## src/rtl/dff_serial_tx.sv

```systemverilog
`default_nettype none
// ============================================================================
// Module   : dff_serial_tx
// Purpose  : Parallel-to-serial bit transmitter. Accepts a WIDTH-bit word over
//            a valid/ready handshake and emits one framed bit per clock:
//            a start bit (~IDLE_LEVEL), the data MSB-first, and a stop bit
//            (IDLE_LEVEL). A frame is exactly WIDTH+2 cycles long. An accept
//            during the stop bit chains the next frame with no idle gap.
//
// Ports    : clk        - system clock, rising edge
//            rst        - synchronous active-high reset
//            din_data   - parallel word, sampled only on an accept edge
//            din_valid  - producer has a word on din_data
//            din_ready  - combinational; high in IDLE/STOP while rst is low
//            dout       - registered serial line
//            dout_frame - registered; high for start, data and stop cycles
//            done       - registered one-cycle pulse during the stop bit
//
// Revision : 1.0 - initial release
// ============================================================================
module dff_serial_tx #(
    parameter int WIDTH      = 8,
    parameter bit IDLE_LEVEL = 1'b0
) (
    input  logic             clk,
    input  logic             rst,
    input  logic [WIDTH-1:0] din_data,
    input  logic             din_valid,
    output logic             din_ready,
    output logic             dout,
    output logic             dout_frame,
    output logic             done
);

    // ------------------------------------------------------------------------
    // Elaboration-time guard: a frame needs at least two data bits so the
    // counter has a non-zero width.
    // ------------------------------------------------------------------------
    generate
        if (WIDTH < 2) begin : g_bad_width
            $error("dff_serial_tx: WIDTH must be >= 2");
        end
    endgenerate

    localparam int                c_CNT_W    = $clog2(WIDTH);
    localparam logic [c_CNT_W-1:0] c_CNT_LOAD = c_CNT_W'(WIDTH - 1);
    localparam logic [c_CNT_W-1:0] c_CNT_ONE  = c_CNT_W'(1);
    localparam logic [c_CNT_W-1:0] c_CNT_ZERO = '0;

    typedef enum logic [1:0] {
        S_IDLE  = 2'd0,
        S_START = 2'd1,
        S_SHIFT = 2'd2,
        S_STOP  = 2'd3
    } state_t;

    state_t             r_state;
    state_t             w_state_nxt;
    logic [WIDTH-1:0]   r_shreg;
    logic [WIDTH-1:0]   w_shreg_nxt;
    logic [c_CNT_W-1:0] r_cnt;
    logic [c_CNT_W-1:0] w_cnt_nxt;
    logic               r_dout;
    logic               w_dout_nxt;
    logic               r_frame;
    logic               w_frame_nxt;
    logic               r_done;
    logic               w_done_nxt;
    logic               w_accept;

    // Ready only when the line is free for a new start bit next cycle; forced
    // low during reset so a colliding word is visibly refused.
    assign din_ready = ((r_state == S_IDLE) || (r_state == S_STOP)) && !rst;
    assign w_accept  = din_valid && din_ready;

    assign dout       = r_dout;
    assign dout_frame = r_frame;
    assign done       = r_done;

    // ------------------------------------------------------------------------
    // Next-state and next-output logic. The outputs are computed for the state
    // being entered, so after the edge the registered outputs match r_state.
    // Entering a SHIFT cycle, dout takes the current MSB and the register
    // shifts at the same edge, so the next MSB is ready for the following bit.
    // ------------------------------------------------------------------------
    always_comb begin
        w_state_nxt = r_state;
        w_shreg_nxt = r_shreg;
        w_cnt_nxt   = r_cnt;
        w_dout_nxt  = IDLE_LEVEL;
        w_frame_nxt = 1'b0;
        w_done_nxt  = 1'b0;

        case (r_state)
            S_IDLE, S_STOP: begin
                if (w_accept) begin
                    w_state_nxt = S_START;
                    w_shreg_nxt = din_data;
                    w_dout_nxt  = ~IDLE_LEVEL;
                    w_frame_nxt = 1'b1;
                end else begin
                    w_state_nxt = S_IDLE;
                end
            end

            S_START: begin
                w_state_nxt = S_SHIFT;
                w_cnt_nxt   = c_CNT_LOAD;
                w_dout_nxt  = r_shreg[WIDTH-1];
                w_shreg_nxt = {r_shreg[WIDTH-2:0], 1'b0};
                w_frame_nxt = 1'b1;
            end

            S_SHIFT: begin
                w_frame_nxt = 1'b1;
                if (r_cnt == c_CNT_ZERO) begin
                    // Last data bit is on the line now; stop bit follows.
                    w_state_nxt = S_STOP;
                    w_dout_nxt  = IDLE_LEVEL;
                    w_done_nxt  = 1'b1;
                end else begin
                    w_cnt_nxt   = r_cnt - c_CNT_ONE;
                    w_dout_nxt  = r_shreg[WIDTH-1];
                    w_shreg_nxt = {r_shreg[WIDTH-2:0], 1'b0};
                end
            end

            default: begin
                w_state_nxt = S_IDLE;
            end
        endcase
    end

    // ------------------------------------------------------------------------
    // State and output registers. Reset wins over a simultaneous accept, so a
    // word offered on a reset edge is dropped and an in-flight frame ends
    // without a done pulse.
    // ------------------------------------------------------------------------
    always_ff @(posedge clk) begin
        if (rst) begin
            r_state <= S_IDLE;
            r_shreg <= '0;
            r_cnt   <= '0;
            r_dout  <= IDLE_LEVEL;
            r_frame <= 1'b0;
            r_done  <= 1'b0;
        end else begin
            r_state <= w_state_nxt;
            r_shreg <= w_shreg_nxt;
            r_cnt   <= w_cnt_nxt;
            r_dout  <= w_dout_nxt;
            r_frame <= w_frame_nxt;
            r_done  <= w_done_nxt;
        end
    end

endmodule
`default_nettype wire

```

## config.mk

```make
export PLATFORM = sky130hd
export DESIGN_NAME = dff_serial_tx
export DESIGN_NICKNAME = d
export VERILOG_FILES = /design/src/rtl/dff_serial_tx.sv
export SDC_FILE = /design/constraint.sdc
export NUM_CORES = 1
export LEC_CHECK = 0
export CAP_MARGIN = 20
export CORE_MARGIN = 4
export CORE_UTILIZATION = 35
export CTS_CLUSTER_DIAMETER = 150
export CTS_CLUSTER_SIZE = 40
export DETAILED_ROUTE_END_ITERATION = 10
export PLACE_DENSITY_LB_ADDON = 0.12
export SYNTH_ARGS = -nofsm -noshare
export SYNTH_HDL_FRONTEND = slang
export SYNTH_SLANG_ARGS = --single-unit
```

## constraint.sdc

```tcl
create_clock -name clk -period 2 [get_ports clk]
set_input_delay 0.4 -clock clk [delete_from_list [all_inputs] [get_ports clk]]
set_output_delay 0.4 -clock clk [all_outputs]
set_load 0.01 [all_outputs]
```

**After elaboration in Yosys (flattened, before gate mapping)**

Index checks and enable logic that the tools add are counted.

- Word-level logic and storage cells: 39
- Memories: 0
- Output and inout port bits: 4
- Input port bits: 11
- RAM bits: 0
- Memory bits (read-only): 0
- Latch bits: 0
- Flip-flop bits (word level): 16

- Multipliers: 0
- Muxes and demuxes: 13
- Bitwise logic cells: 1
- Equal/unequal tests: 6
- Div/mod/pow operators: 0
- Magnitude comparators: 0
- Reductions and logical operators: 12
- Add/subtract/negate cells: 1
- Shifts and indexed selects: 0

Operators with widths:

| kind | count |
|---|---|
| $pmux W8 S3 | 1 |
| $mux W8 | 2 |
| $ne A2 B2 Y1 const B | 3 |
| $pmux W2 S3 | 1 |
| $pmux W3 S2 | 1 |
| $reduce_or A2 Y1 | 3 |
| $eq A2 B2 Y1 const B | 2 |
| $mux W1 | 4 |
| $reduce_and A2 Y1 | 2 |
| $logic_not A3 Y1 | 1 |
| $mux W3 | 1 |
| $pmux W1 S3 | 1 |
| $sub A3 B1 Y3 const B | 1 |
| $eq A2 B1 Y1 const B | 1 |
| $logic_and A1 B1 Y1 | 2 |
| $logic_not A2 Y1 | 1 |
| $mux W2 | 1 |
| $pmux W1 S2 | 1 |
| $reduce_bool A2 Y1 | 1 |
| $logic_not A1 Y1 | 1 |
| $logic_or A1 B1 Y1 | 1 |
| $not A1 Y1 | 1 |

**Depth between registers and ports, before layout**

- Depth after elaboration: 6
- Gate-level depth with buffers: 6

**Worst setup path after synthesis**

OpenSTA, ideal clock, no wires.

- Path kind: reg-to-reg
- Start: register r_state[0]
- End: register r_shreg[1]
- Data required time: 1.879 ns
- Setup time: 0.121 ns
- Period minus slack after synthesis: 1.494 ns
- Buffers on the path: 0
- Cell stages (with the launch flop): 6
- Setup slack: 0.506 ns
- Data arrival time: 1.373 ns
- Cell sequence: dfxtp_1 inv_1 ha_1 inv_2 o21ai_4 mux2_2

- Word-level cells in the longest chain between the ends: 6
- Elaborated cells on any way between the ends: 12
- Classes of those cells: eq/ne (5); mux (1); reduce/logical (6)

Ends and longest elaborated chain:

| item | line | RTL |
|---|---|---|
| start, declared | 57 | `state_t r_state;` |
| start signal, assigned | 148 | `r_state <= w_state_nxt;` |
| $eq A2 B2 Y1 / $logic_not A2 Y1 (equally long branches) | 73, 94 |  |
| $logic_or A1 B1 Y1 | 73 | `assign din_ready = ((r_state == S_IDLE) \|\| (r_state == S_STOP)) && !rst;` |
| $logic_and A1 B1 Y1 | 73 |  |
| $logic_and A1 B1 Y1 | 74 | `assign w_accept = din_valid && din_ready;` |
| $ne A2 B2 Y1 (no line) | n/a |  |
| $reduce_and A2 Y1 (no line) | n/a |  |
| end signal, assigned | 149 | `r_shreg <= w_shreg_nxt;` |
| end, declared | 59 | `logic [WIDTH-1:0] r_shreg;` |

Parallel ways exist; a longest one is shown, timed or not.
A chain may end at the register's enable or synchronous reset.

**Worst setup path in the final report**

- Start: register r_state[0]
- End: output port din_ready

- Word-level cells in the longest chain between the ends: 3
- Elaborated cells on any way between the ends: 4
- Classes of those cells: eq/ne (1); reduce/logical (3)

Ends and longest elaborated chain:

| item | line | RTL |
|---|---|---|
| $eq A2 B2 Y1 / $logic_not A2 Y1 (equally long branches) | 73 |  |
| $logic_or A1 B1 Y1 (*) | 73 |  |
| $logic_and A1 B1 Y1 (*) | 73 |  |
| end, declared | 29 | `output logic din_ready,` |

Every way passes the cells marked *; elsewhere a longest branch is shown, timed or not.

==> results.cfg <==
[status]
run_status = finished, final reports clean

[synth]
yosys_most_used_dff = sky130_fd_sc_hd__dfxtp_1
synth_top_area_cell = sky130_fd_sc_hd__dfxtp_1
ys_warn_count = 0
synth-async-reset-ratio_pct = 0
avgSynthCellArea_um2 = 9.65
count_of_flip_flops_with_a_built_in_enable_after_synthesis = 0
synth-seq-area-share_pct = 38.6
mappedNetlistNets = 101
area_contributors_post_synth = sky130_fd_sc_hd__dfxtp_1 39%, sky130_fd_sc_hd__mux2i_1 11%, sky130_fd_sc_hd__mux2_2 11%
syn_area_um2 = 830
synth.ff_latch_count = 16
yosys.area.top_type_share_pct = 38.6
syn_inst = 86
synth_cell_types = 25

[sta]
fin_ws_ns = 0.149
max_slew_margin_pct = 79.6
setup_tns_ns = 0
maxSlewViolCount = 0
finClkSkew_ns = 0.0106
tightest_slew_ns = 0.305
setup_violations = 0
timing_hold_violations_final = 0
fmax_mhz = 540
fin_crit_ns = 1.85
grt_setup_unrepaired = false
min_period_over_period_pct = 92.6

[hold_path]
hold-path-endpoint = r_cnt[0]
hold_path_startpoint = r_cnt[0]
holdPathStages = 1
min-delay-path-class = flip-flop to flip-flop

[drt]
viasPerCell = 4.63
drtPass1Iterations = 4
final_antenna_net_count = 0
routed_wirelength_mm = 1.53
drc_errors = 0
detailroute.via_count = 616
drt-initial-drc-count = 7
wl_per_cell_um = 11.5

[worst_setup_path]
endpoint_kind = output pin
worst_r2r_path_depth = 5
critPathArrivalTime_ns = 1.45
crit_path_category = flip-flop to output pin
data_required_time_at_the_worst_endpoint_ns = 1.60
r2r_end = r_shreg[3]
rr_startpoint = r_state[0]
critical_path.max_fanout = 3
regToRegSetupSlack_ns = 0.38
worst_setup_path_start_kind = flip-flop

[clocking]
number_of_cells_upsized_or_downsized_after_cts = 1
cts.hold.buffers_added = 0
cts-root-to-sink-buffers = 2
clkSlewWorstSetupHoldPaths_ns = 0.10
cts_sinks = 16
cts_made_buffers = 3
cts_tree = built
cts_setup_buffers = 0
clk_root_buffer_cell = sky130_fd_sc_hd__clkbuf_4
clk-insertion-delay-late_ns = 0.28
cts_max_level = 1

[global_routing]
global_route.overflow_total = 0
grt_pass1_vias = 601
grt_start_max_net_pins = 15
global_route.usage.total_pct = 10.4
grt_first_pass_wirelength_mm = 2.64
grt_antenna_before_repair = 0

[placed_design]
hpwlAfterDp_mm = 1.11
gpl_wtd_cong = 0.788
buffer_ports.inserted = 14
dpl_worst_slack_ns = 0.0302

[power_and_ir_drop]
peakVddDrop_mv = 0.931
switching_share_pct = 37.7
p_int_mw = 0.983
combPwrFrac_pct = 57.8
p_per_area_nw_per_um2 = 1500
total_switching_power_mw = 0.594
clkPwrFrac_pct = 10.5
power.leakage_nw = 0.472
power.share.sequential_pct = 31.7

[die]
die_x_um = 56.7
core_area_um2 = 2230
floorplan.initialDensity_pct = 37.1
die-height_um = 56.7
num_io_pins = 15
die_area_um2 = 3210
placement_rows = 17

[layout]
antenna-diode-count = 0
nets = 122
drive_gt1_share_pct = 18.1
flow.area_growth_from_synthesis_pct = 26.4

[flow_run]
maxCapViolations = 0
==> per-stage QoR <==
stage	cells	utilization [%]	hold WS, ns	area, µm²	power [mW]
2_1_floorplan	86	-	0.420	830	1.21
3_3_place_gp	130	46.0	0.437	1030	1.43
3_5_place_dp	130	46.0	0.438	1030	1.44
4_1_cts	133	46.9	0.453	1050	1.60
5_1_grt	133	46.9	0.486	1050	1.72
6_report	133	46.9	0.448	1050	1.58
==> per-layer routing <==
layer	part of all wire (%)	global-route usage, %	up-vias
li1	-	-	336
met1	53	14.6	269
met2	41	14.5	9
met3	5.1	2.76	2
met4	1.1	5.08	0
met5	0	0	-
==> state kept, by name (all words and copies together) (netlist names) <==
name / count
done: 1
dout: 1
dout_frame: 1
r_cnt: 3
r_shreg: 8
r_state: 2
==> logic make-up (layout without fill, tap and decap cells) <==
family / Yosys count / count (layout) / share of synthesized area (%)
buffers and inverters: 10 / 29 / 5.43
muxes: 17 / 17 / 21.7
DFF: 16 / 16 / 38.6
adders and majority gates: 4 / 4 / 6.03
AOI/OAI and AO/OA: 12 / 12 / 11.0
and+or+nand+nor: 27 / 27 / 17.2
==> critical path, stage by stage (launching register included) <==
cell and delay [ns]:
sky130_fd_sc_hd__dfxtp_1 0.35, sky130_fd_sc_hd__inv_1 0.06, sky130_fd_sc_hd__ha_1 0.30, sky130_fd_sc_hd__inv_2 0.07, sky130_fd_sc_hd__nor2_1 0.12, sky130_fd_sc_hd__dlygate4sd2_1 0.28
==> final cells by class <==
class / instances / area, µm²
Clock buffer: 3 / 22.5
Tap cell: 28 / 35.0
Fill cell: 227 / 1180
Multi-Input combinational cell: 60 / 464
Inverter: 6 / 22.5
Sequential cell: 16 / 320
Timing Repair Buffer: 20 / 184
==> power by group through the flow <==
stage          registers, mW  clock network [mW]  logic [mW]
2_1_floorplan          0.506                   0       0.702
3_3_place_gp           0.504                   0       0.927
3_5_place_dp           0.508                   0       0.931
4_1_cts                0.501               0.178       0.925
5_1_grt                0.515               0.185        1.02
6_report               0.499               0.166       0.912
==> cell usage after synthesis, types with 2 or more instances <==
library cell and count:
sky130_fd_sc_hd__dfxtp_1 16, sky130_fd_sc_hd__mux2i_1 9, sky130_fd_sc_hd__nor2_1 9, sky130_fd_sc_hd__mux2_2 8, sky130_fd_sc_hd__inv_1 5, sky130_fd_sc_hd__nor2b_1 5
sky130_fd_sc_hd__ha_1 4, sky130_fd_sc_hd__a21oi_1 3, sky130_fd_sc_hd__and2b_1 3, sky130_fd_sc_hd__buf_2 3, sky130_fd_sc_hd__nand2_1 3, sky130_fd_sc_hd__nand2b_1 3
sky130_fd_sc_hd__a211oi_1 2, sky130_fd_sc_hd__a221oi_1 2
==> layout by cell type, fill, tap and decap left out, types with 2 or more instances in the layout <==
cell                              instances
sky130_fd_sc_hd__dfxtp_1                 16
sky130_fd_sc_hd__clkdlybuf4s50_1         13
sky130_fd_sc_hd__nor2_1                   9
sky130_fd_sc_hd__mux2i_1                  9
sky130_fd_sc_hd__mux2_2                   8
sky130_fd_sc_hd__buf_4                    6
sky130_fd_sc_hd__inv_1                    5
sky130_fd_sc_hd__nor2b_1                  5
sky130_fd_sc_hd__ha_1                     4
sky130_fd_sc_hd__nand2b_1                 3
sky130_fd_sc_hd__a21oi_1                  3
sky130_fd_sc_hd__nand2_1                  3
sky130_fd_sc_hd__and2b_1                  3
sky130_fd_sc_hd__clkbuf_4                 3
sky130_fd_sc_hd__a211oi_1                 2
sky130_fd_sc_hd__a221oi_1                 2
==> how the worst max path moves through the flow <==
stage	start	end	slack, ns	cells past startpoint
floorplan	r_state[0]	r_shreg[1]	0.51	5
global placement	rst	din_ready	0.03	3
detailed placement	rst	din_ready	0.03	3
CTS	r_state[0]	din_ready	0.12	5
global route	r_state[0]	din_ready	0.02	5
finish	r_state[0]	din_ready	0.15	5
(Power assumes the default switching activity.)
